<file path="src/rtl/ras_fetch_ctrl.sv">
// Fetch-side return-address predictor front end: predecode, RAS
// push/pop drive, predicted next PC and per-branch RAS checkpoints.
package ras_fetch_pkg;
  typedef struct packed {
    logic        valid;
    logic [31:0] addr;
  } ras_t;
endpackage

module ras_fetch_ctrl
  import ras_fetch_pkg::*;
#(
  parameter int RAS_DEPTH  = 32,
  parameter int CKPT_DEPTH = 8,
  localparam int SPW = $clog2(RAS_DEPTH),
  localparam int TW  = $clog2(CKPT_DEPTH)
) (
  input  logic           clk,
  input  logic           rst,
  input  logic           fetch_valid,
  output logic           fetch_ready,
  input  logic [31:0]    fetch_pc,
  input  logic [31:0]    fetch_inst,
  output logic           out_valid,
  input  logic           out_ready,
  output logic [31:0]    out_pc,
  output logic [31:0]    out_inst,
  output logic [31:0]    out_pred_pc,
  output logic           out_has_ckpt,
  output logic [TW-1:0]  out_ckpt_tag,
  output logic           ras_push,
  output logic           ras_pop,
  output ras_t           ras_din,
  input  ras_t           ras_dout,
  input  logic [SPW-1:0] ras_stack_ptr,
  output ras_t           br_ras_top,
  output logic [SPW-1:0] br_stack_ptr_val,
  input  logic           resolve_mispred,
  input  logic [TW-1:0]  resolve_tag,
  input  logic           ckpt_free
);

  localparam logic [6:0] OP_JAL  = 7'b1101111;
  localparam logic [6:0] OP_JALR = 7'b1100111;
  localparam logic [6:0] OP_BR   = 7'b1100011;

  function automatic logic link(input logic [4:0] r);
    return (r == 5'd1) || (r == 5'd5);
  endfunction

  logic [6:0]  opcode;
  logic [4:0]  rd;
  logic [4:0]  rs1;
  logic        is_jal;
  logic        is_jalr;
  logic        is_br;
  logic        is_call;
  logic        is_ret;
  logic        needs_ckpt;
  logic [31:0] j_imm;
  logic [31:0] b_imm;
  logic [31:0] pc_plus4;
  logic [31:0] pred_pc;

  assign opcode = fetch_inst[6:0];
  assign rd     = fetch_inst[11:7];
  assign rs1    = fetch_inst[19:15];

  assign is_jal     = opcode == OP_JAL;
  assign is_jalr    = opcode == OP_JALR;
  assign is_br      = opcode == OP_BR;
  assign is_call    = (is_jal | is_jalr) & link(rd);
  assign is_ret     = is_jalr & !link(rd) & link(rs1);
  assign needs_ckpt = is_br | is_jalr;

  assign j_imm = {{12{fetch_inst[31]}}, fetch_inst[19:12],
                  fetch_inst[20], fetch_inst[30:21], 1'b0};
  assign b_imm = {{20{fetch_inst[31]}}, fetch_inst[7],
                  fetch_inst[30:25], fetch_inst[11:8], 1'b0};
  assign pc_plus4 = fetch_pc + 32'd4;

  // Backward branches predicted taken, forward not taken.
  always_comb begin
    pred_pc = pc_plus4;
    unique case (1'b1)
      is_jal:                   pred_pc = fetch_pc + j_imm;
      is_br & b_imm[31]:        pred_pc = fetch_pc + b_imm;
      is_ret & ras_dout.valid:  pred_pc = ras_dout.addr;
      default:                  pred_pc = pc_plus4;
    endcase
  end

  logic [TW:0]    head;
  logic [TW:0]    tail;
  logic [TW:0]    count;
  logic [TW:0]    head_nxt;
  logic [TW:0]    tail_nxt;
  logic [TW-1:0]  mis_off;
  logic [TW-1:0]  tail_idx;
  logic           ckpt_full;
  logic           ckpt_empty;
  logic           do_free;
  logic           accept;
  logic           alloc;

  assign count      = tail - head;
  assign ckpt_full  = count == (TW+1)'(CKPT_DEPTH);
  assign ckpt_empty = head == tail;
  assign tail_idx   = tail[TW-1:0];

  assign fetch_ready = !rst & !resolve_mispred &
                       (!out_valid | out_ready) &
                       !(needs_ckpt & ckpt_full);
  assign accept = fetch_valid & fetch_ready;
  assign alloc  = accept & needs_ckpt;

  assign ras_push = accept & is_call;
  assign ras_pop  = accept & is_ret;

  always_comb begin
    ras_din = '0;
    if (ras_push) begin
      ras_din.valid = 1'b1;
      ras_din.addr  = pc_plus4;
    end
  end

  logic [SPW-1:0] ckpt_sp  [CKPT_DEPTH];
  ras_t           ckpt_top [CKPT_DEPTH];
  logic [SPW-1:0] sp_in;
  ras_t           top_in;

  // A checkpointed call is a JALR whose push lands this cycle.
  assign sp_in  = is_call ? ras_stack_ptr + SPW'(1)
                          : ras_stack_ptr;
  assign top_in = is_call ? ras_din : ras_dout;

  always_ff @(posedge clk) begin
    if (alloc) begin
      ckpt_sp[tail_idx]  <= sp_in;
      ckpt_top[tail_idx] <= top_in;
    end
  end

  assign br_stack_ptr_val = ckpt_sp[resolve_tag];
  assign br_ras_top       = ckpt_top[resolve_tag];

  assign do_free  = ckpt_free & !ckpt_empty;
  assign head_nxt = head + {{TW{1'b0}}, do_free};
  assign mis_off  = resolve_tag - head[TW-1:0];

  // Rebuild tail from head so the wrap bit stays consistent.
  always_comb begin
    tail_nxt = tail;
    if (resolve_mispred)
      tail_nxt = head + {1'b0, mis_off} + (TW+1)'(1);
    else if (alloc)
      tail_nxt = tail + (TW+1)'(1);
  end

  always_ff @(posedge clk) begin
    if (rst) begin
      head <= '0;
      tail <= '0;
    end else begin
      head <= head_nxt;
      tail <= tail_nxt;
    end
  end

  always_ff @(posedge clk) begin
    if (rst)
      out_valid <= 1'b0;
    else if (resolve_mispred)
      out_valid <= 1'b0;
    else if (accept)
      out_valid <= 1'b1;
    else if (out_ready)
      out_valid <= 1'b0;
  end

  always_ff @(posedge clk) begin
    if (accept) begin
      out_pc       <= fetch_pc;
      out_inst     <= fetch_inst;
      out_pred_pc  <= pred_pc;
      out_has_ckpt <= needs_ckpt;
      out_ckpt_tag <= tail_idx;
    end
  end

endmodule

</file>
<file path="config.mk">
export PLATFORM = sky130hd
export DESIGN_NAME = ras_fetch_ctrl
export DESIGN_NICKNAME = d
export VERILOG_FILES = /design/src/rtl/ras_fetch_ctrl.sv
export SDC_FILE = /design/constraint.sdc
export NUM_CORES = 1
export LEC_CHECK = 0
export BUFFER_PORTS_ARGS = -buffer_cell sky130_fd_sc_hd__buf_4
export CORE_UTILIZATION = 40
export DETAILED_ROUTE_END_ITERATION = 8
export PLACE_DENSITY = 0.69
export SLEW_MARGIN = 20
export SYNTH_ARGS = -nofsm -noshare
export SYNTH_HDL_FRONTEND = slang
export SYNTH_SLANG_ARGS = --single-unit
</file>
<file path="constraint.sdc">
create_clock -name clk -period 5.6 [get_ports clk]
set_input_delay 0.28 -clock clk [delete_from_list [all_inputs] [get_ports clk]]
set_output_delay 0.28 -clock clk [all_outputs]
set_load 0.02 [all_outputs]
</file>
==> results of run 1 <==
[flip-flops by register name, summed over array words and instances, names as in the netlist]
name and count:
out_inst 32, out_valid 1, out_has_ckpt 1, ckpt_sp 40
tail 4, head 4, out_pc 32, ckpt_top 264
out_pred_pc 32, out_ckpt_tag 3
[power groups by stage]
stage          Clock, mW  Sequential [mW]  Combinational [mW]
2_1_floorplan          0             3.54               0.469
3_3_place_gp           0             3.52               0.802
3_5_place_dp           0             3.53               0.813
4_1_cts             2.83             3.46               0.860
5_1_grt             2.94             3.46               0.937
6_report            2.77             3.46               0.865
[per-layer routing]
metal | track usage | up-vias | wire length (um)
met3 | 0.0411 | 88 | 3760
met1 | 0.291 | 6212 | 21500
met4 | 0.0865 | 0 | 1680
li1 | - | 5519 | -
met2 | 0.356 | 541 | 25100
met5 | 0 | - | 0
[worst min-delay path, cell delays in order]
cell      delay, ps
buf_4           100
nand2_1          50
o221ai_1         60
[per-stage QoR]
stage | hold slack [ps] | area [um2] | power [mW] | cells
after floorplan | 349 | 18700 | 4.01 | 1205
after global placement | 469 | 21700 | 4.33 | 2059
after detailed placement | 470 | 21700 | 4.34 | 2059
after CTS | 1.21 | 23800 | 7.15 | 2217
after global routing | 23.6 | 23900 | 7.34 | 2217
final | 31.8 | 23900 | 7.10 | 2217
[cell type report]
cell class / instances / area [um2] / area share
Clock buffer: 59 / 1180 / 0.0494
Clock inverter: 24 / 184 / 0.00771
Inverter: 25 / 96.3 / 0.00404
Multi-Input combinational cell: 708 / 6180 / 0.259
Sequential cell: 413 / 12300 / 0.516
Tap cell: 600 / 751 / 0.0315
Timing Repair Buffer: 388 / 3160 / 0.133
[cells by family (layout without fill, tap and decap cells)]
group                    Yosys count  in the layout
AO/OA/AOI/OAI                    191            191
XOR/XNOR                          62             62
adder cells (fa/ha/maj)           46             46
buffers and inverters             84            496
flip-flops                       413            413
multiplexers                     123            123
AND/OR/NAND/NOR                  286            286
[path summary, 6_finish.rpt]
check                startpoint               to  cells after the start
setup / recovery  fetch_inst[4]  out_pred_pc[31]                     16
hold / removal     ras_dout[15]  out_pred_pc[15]                      3
setup reg to reg        head[1]  ckpt_top[1][32]                      9
hold reg to reg       out_valid        out_valid                      2
[placed cells by master, fill, tap and decap left out, types with 8 or more instances in the layout]
master	netlist	final
clkinv_1	0	8
edfxtp_1	404	404
a21o_1	17	17
mux2_2	44	44
mux4_2	76	76
a21oi_1	37	37
or2_2	11	11
o21ai_0	29	26
xor2_1	32	32
o221ai_1	16	16
nor2_1	72	66
and3_1	12	12
ha_1	43	43
o21a_1	9	9
xnor2_1	30	30
dfxtp_1	9	9
inv_1	23	23
buf_4	1	308
nand4_1	24	24
clkbuf_16	0	45
clkbuf_1	44	14
o31ai_1	23	16
dlygate4sd3_1	0	75
nand3_1	18	17
nand2_1	102	102
[repair_timing]
item                                    CTS  global route
endpoints found under the setup margin    0             0
hold buffers                             75             0
hold endpoints to repair                 79             0
==> impl_metrics.json, run 1 <==
{
  "synth_area_um2": 18700,
  "synth_top_area_frac": 0.648,
  "vias": 12400,
  "yosysWarnings": 0,
  "synth_compound_area_frac": 0.0705,
  "min_period_ps": 4390,
  "first_pass_iters": 5,
  "htree_levels": 2,
  "cp.required_ps": 5910,
  "slew_violations": 0,
  "avgSynthCellArea_um2": 15.5,
  "synth_top_family_by_area": "multiplexers",
  "switching_share": 0.240,
  "nFillCells": 3700,
  "p_switching_mw": 1.71,
  "numClockSinks": 413,
  "ir_drop_mv": 0.247,
  "wirelength_um": 52000,
  "utilization": 0.521,
  "nNetsFinal": 1738,
  "drc": 0,
  "synth_mux_area_frac": 0.119,
  "tightest_slew_ps": 1170,
  "p_int_mw": 5.39,
  "rsz0062_at_grt": "false",
  "synthXorXnorAreaFrac": 0.0290,
  "crit_buf_inv": 3,
  "fmax_mhz": 228,
  "die_y_um": 218,
  "cp-end-kind": "register",
  "antenna_left": 0,
  "cts_root_buf": "clkbuf_16",
  "die-width_um": 218,
  "crit_chain": "dlygate4sd3_1, buf_4, nand2b_1, or3_1, nor2_1, buf_4, mux2_2, ha_1, fa_1, a21o_1, a31o_2, a211o_1, a21oi_2, o2bb2ai_1, mux2i_1, o211ai_1",
  "clk_pin_slew_ps": 60,
  "pwr-share-comb": 0.122,
  "area_growth_pct": 27.4,
  "synth_edf_count": 404,
  "grt_pass1_wl_um": 77100,
  "path_delay_family": "compound AO/OA/AOI/OAI gates",
  "fin_worst_skew_ps": 17.4,
  "ios": 286,
  "r2r_setup_slack_ps": 2120,
  "crit_fanout": 13,
  "synth_top_cells_by_area": "edfxtp_1 65%, mux4_2 9.1%, ha_1 2.9%",
  "critPathSlowestCell": "dlygate4sd3_1",
  "antenna_found_initial": 0,
  "gp_congestion": 0.906,
  "synth_flop_cell": "edfxtp_1",
  "finalSetupViolCount": 0,
  "viasPerCell": 5.58,
  "grt_pass1_vias": 12600,
  "synthAdderAreaFrac": 0.0319,
  "synth-simple-area-share": 0.0737,
  "crit_path_frequent_cell": "buf_4",
  "fin_ws_ps": 1210,
  "wl_per_cell_um": 23.4,
  "ctsResizeCount": 0,
  "seqPwrFrac": 0.488,
  "relSlewSlack": 0.215,
  "power.density_nw_per_um2": 297,
  "coreArea_um2": 45800,
  "cts_made_buffers": 45,
  "hold_class": "in2reg",
  "final-hold-violation-count": 0,
  "grt_max_degree": 77,
  "synth_top_area_cell": "edfxtp_1",
  "yosysUniqueCellTypes": 67,
  "layout-drive-gt1-share": 0.329,
  "crit_type": "in2reg",
  "synth_common_cells": "404 x edfxtp_1, 102 x nand2_1, 76 x mux4_2, 72 x nor2_1",
  "drt_iter0_markers": 1144,
  "outcome": "completed",
  "crit_arrival_ps": 4700,
  "fin_tns_setup_ps": 0,
  "row_count": 78,
  "maxCapViolCount": 0,
  "cts_tree": "done",
  "synth_cells": 1205,
  "diodes": 0,
  "post_cts_buffers": 0,
  "pwr-share-clk": 0.391,
  "ys_seq_area_frac": 0.657,
  "dp_hpwl_um": 34600,
  "start_util": 0.409,
  "place_ws_ps": 1200,
  "period_share": 0.784,
  "yosysMostFrequentCell": "edfxtp_1",
  "cp-start-kind": "primary input",
  "synth_nets": 1362,
  "die_area_um2": 47700,
  "ys_ff_latch": 413,
  "max-clock-path-buffers": 3,
  "grt_overflow": 0,
  "power_leakage_nw": 8.57,
  "async_reset_ff_frac": 0,
  "critPathMaxStageDelay_ps": 540,
  "grt_use_total": 0.219,
  "clk_latency_ps": 570,
  "portBuffers": 285
}
Note: power is estimated with default switching activity, not from simulation.
==> run 2: changes to the inputs <==
--- a/config.mk
+++ b/config.mk
@@ -5,10 +5,11 @@
 export SDC_FILE = /design/constraint.sdc
 export NUM_CORES = 1
 export LEC_CHECK = 0
+export ABC_AREA = 1
 export BUFFER_PORTS_ARGS = -buffer_cell sky130_fd_sc_hd__buf_4
 export CORE_UTILIZATION = 40
 export DETAILED_ROUTE_END_ITERATION = 8
-export PLACE_DENSITY = 0.69
+export PLACE_DENSITY = 0.68
 export SLEW_MARGIN = 20
 export SYNTH_ARGS = -nofsm -noshare
 export SYNTH_HDL_FRONTEND = slang
==> constraint.sdc (replaced) <==
create_clock -name clk -period 3.6 [get_ports clk]
set_input_delay 0.18 -clock clk [delete_from_list [all_inputs] [get_ports clk]]
set_output_delay 0.18 -clock clk [all_outputs]
set_load 0.02 [all_outputs]
==> impl_metrics.json, run 2 <==
{
  "final_cell_mix": "404 x edfxtp_1, 368 x nor2_1, 310 x buf_4",
  "start_util": 0.405,
  "power.density_nw_per_um2": 448,
  "synth_top_cells_by_area": "edfxtp_1 61%, nor2_1 7.1%, nand2_1 5.8%",
  "nNetsFinal": 2471,
  "rsz0062_at_grt": "false",
  "synth_nets": 2098,
  "row_count": 81,
  "gp_congestion": 0.969,
  "synth_top_area_frac": 0.614,
  "hold_class": "in2reg",
  "ios": 286,
  "cp-end-kind": "output pin",
  "period_share": 0.923,
  "clk_pin_slew_ps": 70,
  "stdcell_area_um2": 25100,
  "cp.required_ps": 3420,
  "numClockSinks": 413,
  "ys_seq_area_frac": 0.623,
  "synth_common_cells": "404 x edfxtp_1, 375 x nor2_1, 307 x nand2_1, 190 x o21ai_0, 149 x inv_1",
  "fin_worst_skew_ps": 14.9,
  "grt_pass1_vias": 15600,
  "max-clock-path-buffers": 3,
  "grt_pass1_wl_um": 97100,
  "die_y_um": 224,
  "grt_max_degree": 153,
  "outcome": "completed",
  "post_cts_buffers": 0,
  "coreArea_um2": 48800,
  "top_regs": "ckpt_top x264, ckpt_sp x40",
  "clk_latency_ps": 580,
  "nFillCells": 4340,
  "min_period_ps": 3320,
  "crit_type": "reg2out",
  "relSlewSlack": 0.370,
  "crit_fanout": 31,
  "die-width_um": 224,
  "synth_flop_cell": "edfxtp_1",
  "yosysWarnings": 0,
  "finalSetupViolCount": 0,
  "portBuffers": 285,
  "maxCapViolCount": 0,
  "layout-drive-gt1-share": 0.195,
  "tightest_slew_ps": 936,
  "synth_cells": 1941,
  "hold_depth": 4,
  "wl_per_cell_um": 21.9,
  "wirelength_um": 66000,
  "utilization": 0.513,
  "crit_arrival_ps": 3140,
  "placed_cells": 2851,
  "fin_tns_setup_ps": 0,
  "r2r_cells": 13,
  "antenna_found_initial": 3,
  "synth_area_um2": 19800,
  "synth_top_area_cell": "edfxtp_1",
  "avgSynthCellArea_um2": 10.2,
  "cts_root_buf": "clkbuf_16",
  "fin_cells": 3013,
  "largest_reg_flops": 264,
  "first_pass_iters": 6,
  "final-hold-violation-count": 0,
  "ir_drop_mv": 0.424,
  "dpl_cell_area_um2": 22900,
  "grt_use_total": 0.260,
  "cp-start-kind": "register",
  "fmax_mhz": 301,
  "cts_made_buffers": 44,
  "area_growth_pct": 26.8,
  "async_reset_ff_frac": 0,
  "grt_overflow": 0,
  "drt_iter0_markers": 1433,
  "die_area_um2": 50300,
  "htree_levels": 2,
  "vias": 15900,
  "top_register": "ckpt_top",
  "viasPerCell": 5.27,
  "final_common_cell": "edfxtp_1",
  "power_leakage_nw": 9.81,
  "ys_ff_latch": 413,
  "yosysUniqueCellTypes": 43,
  "cts_tree": "done",
  "drc": 0,
  "antenna_left": 0,
  "slew_violations": 0,
  "synth_edf_count": 404,
  "yosysMostFrequentCell": "edfxtp_1",
  "dp_hpwl_um": 45400
}
[run 2: cell count changes in the layout (fill, tap and decap cells not counted), sizes merged, moves of 42 or more]
| cell | change |
|---|---|
| mux2 | -42 |
| mux4 | -76 |
| nand3 | +50 |
| inv | +133 |
| o22ai | +49 |
| o21ai | +178 |
| nand2 | +212 |
| nor2 | +338 |
[run 2: final timing paths]
check                    start         endpoint  slack [ps]
hold / removal    ras_dout[15]  out_pred_pc[15]          30
hold reg to reg      out_valid        out_valid         480
setup reg to reg       head[1]  ckpt_top[1][11]         580
setup / recovery       head[1]       ras_din[7]         280
[run 2: layout make-up]
cell class / instances / area, um2 / area share
Sequential cell: 413 / 12300 / 0.491
Multi-Input combinational cell: 1291 / 6560 / 0.262
Timing Repair Buffer: 402 / 3360 / 0.134
Clock buffer: 55 / 1140 / 0.0456
Tap cell: 664 / 831 / 0.0331
Inverter: 162 / 609 / 0.0243
Clock inverter: 25 / 253 / 0.0101
Antenna cell: 1 / 2.50 / 0.0000998
[run 2: where the power goes]
part	switching, mW	total [mW]	leakage (nW)	internal, mW
Sequential	0.0308	5.36	3.73	5.33
Combinational	0.939	1.46	5.41	0.523
Clock	1.87	4.41	0.673	2.55
[run 2: metal layers]
metal | track usage | wire, um
met2 | 0.437 | 31600
met4 | 0.0926 | 2180
met3 | 0.0462 | 4660
met1 | 0.337 | 27600
met5 | 0 | 0
[run 2: worst max-delay path, cell delays in order (launching register included)]
cell and delay, ps:
dfxtp_1 390, inv_1 130, ha_1 310, inv_1 40, nor2_1 150, nor2_1 60, nand2_1 60, nand2_1 60
nand3_2 100, nand2_4 70, nor2_8 120, nand2_4 270, buf_4 380, nor2_2 220, buf_4 180
[run 2: metrics by stage]
stage               power (mW)  hold WS (ps)  worst slack, ps
CTS                       11.3          6.15              244
global route              11.6          15.3             64.8
finish                    11.2          26.7              276
floorplan                 6.24           249             15.0
global placement          6.82           368              350
detailed placement        6.84           370              238
[run 2: cells by family after synthesis]
| kind of cell | count (synthesis) | synth area share |
|---|---|---|
| muxes | 2 | 0.00114 |
| and+or+nand+nor | 838 | 0.177 |
| xor gates and xnor gates | 33 | 0.0146 |
| DFF | 413 | 0.623 |
| adders and majority gates | 46 | 0.0302 |
| buffers and inverters | 237 | 0.0490 |
| AOI/OAI and AO/OA | 372 | 0.105 |
[run 2: timing repair]
item | in CTS | in global routing
setup endpoints to repair | 0 | 1
hold buffers | 81 | 0
endpoints found under the hold margin | 87 | 0
resized for setup | 0 | 1
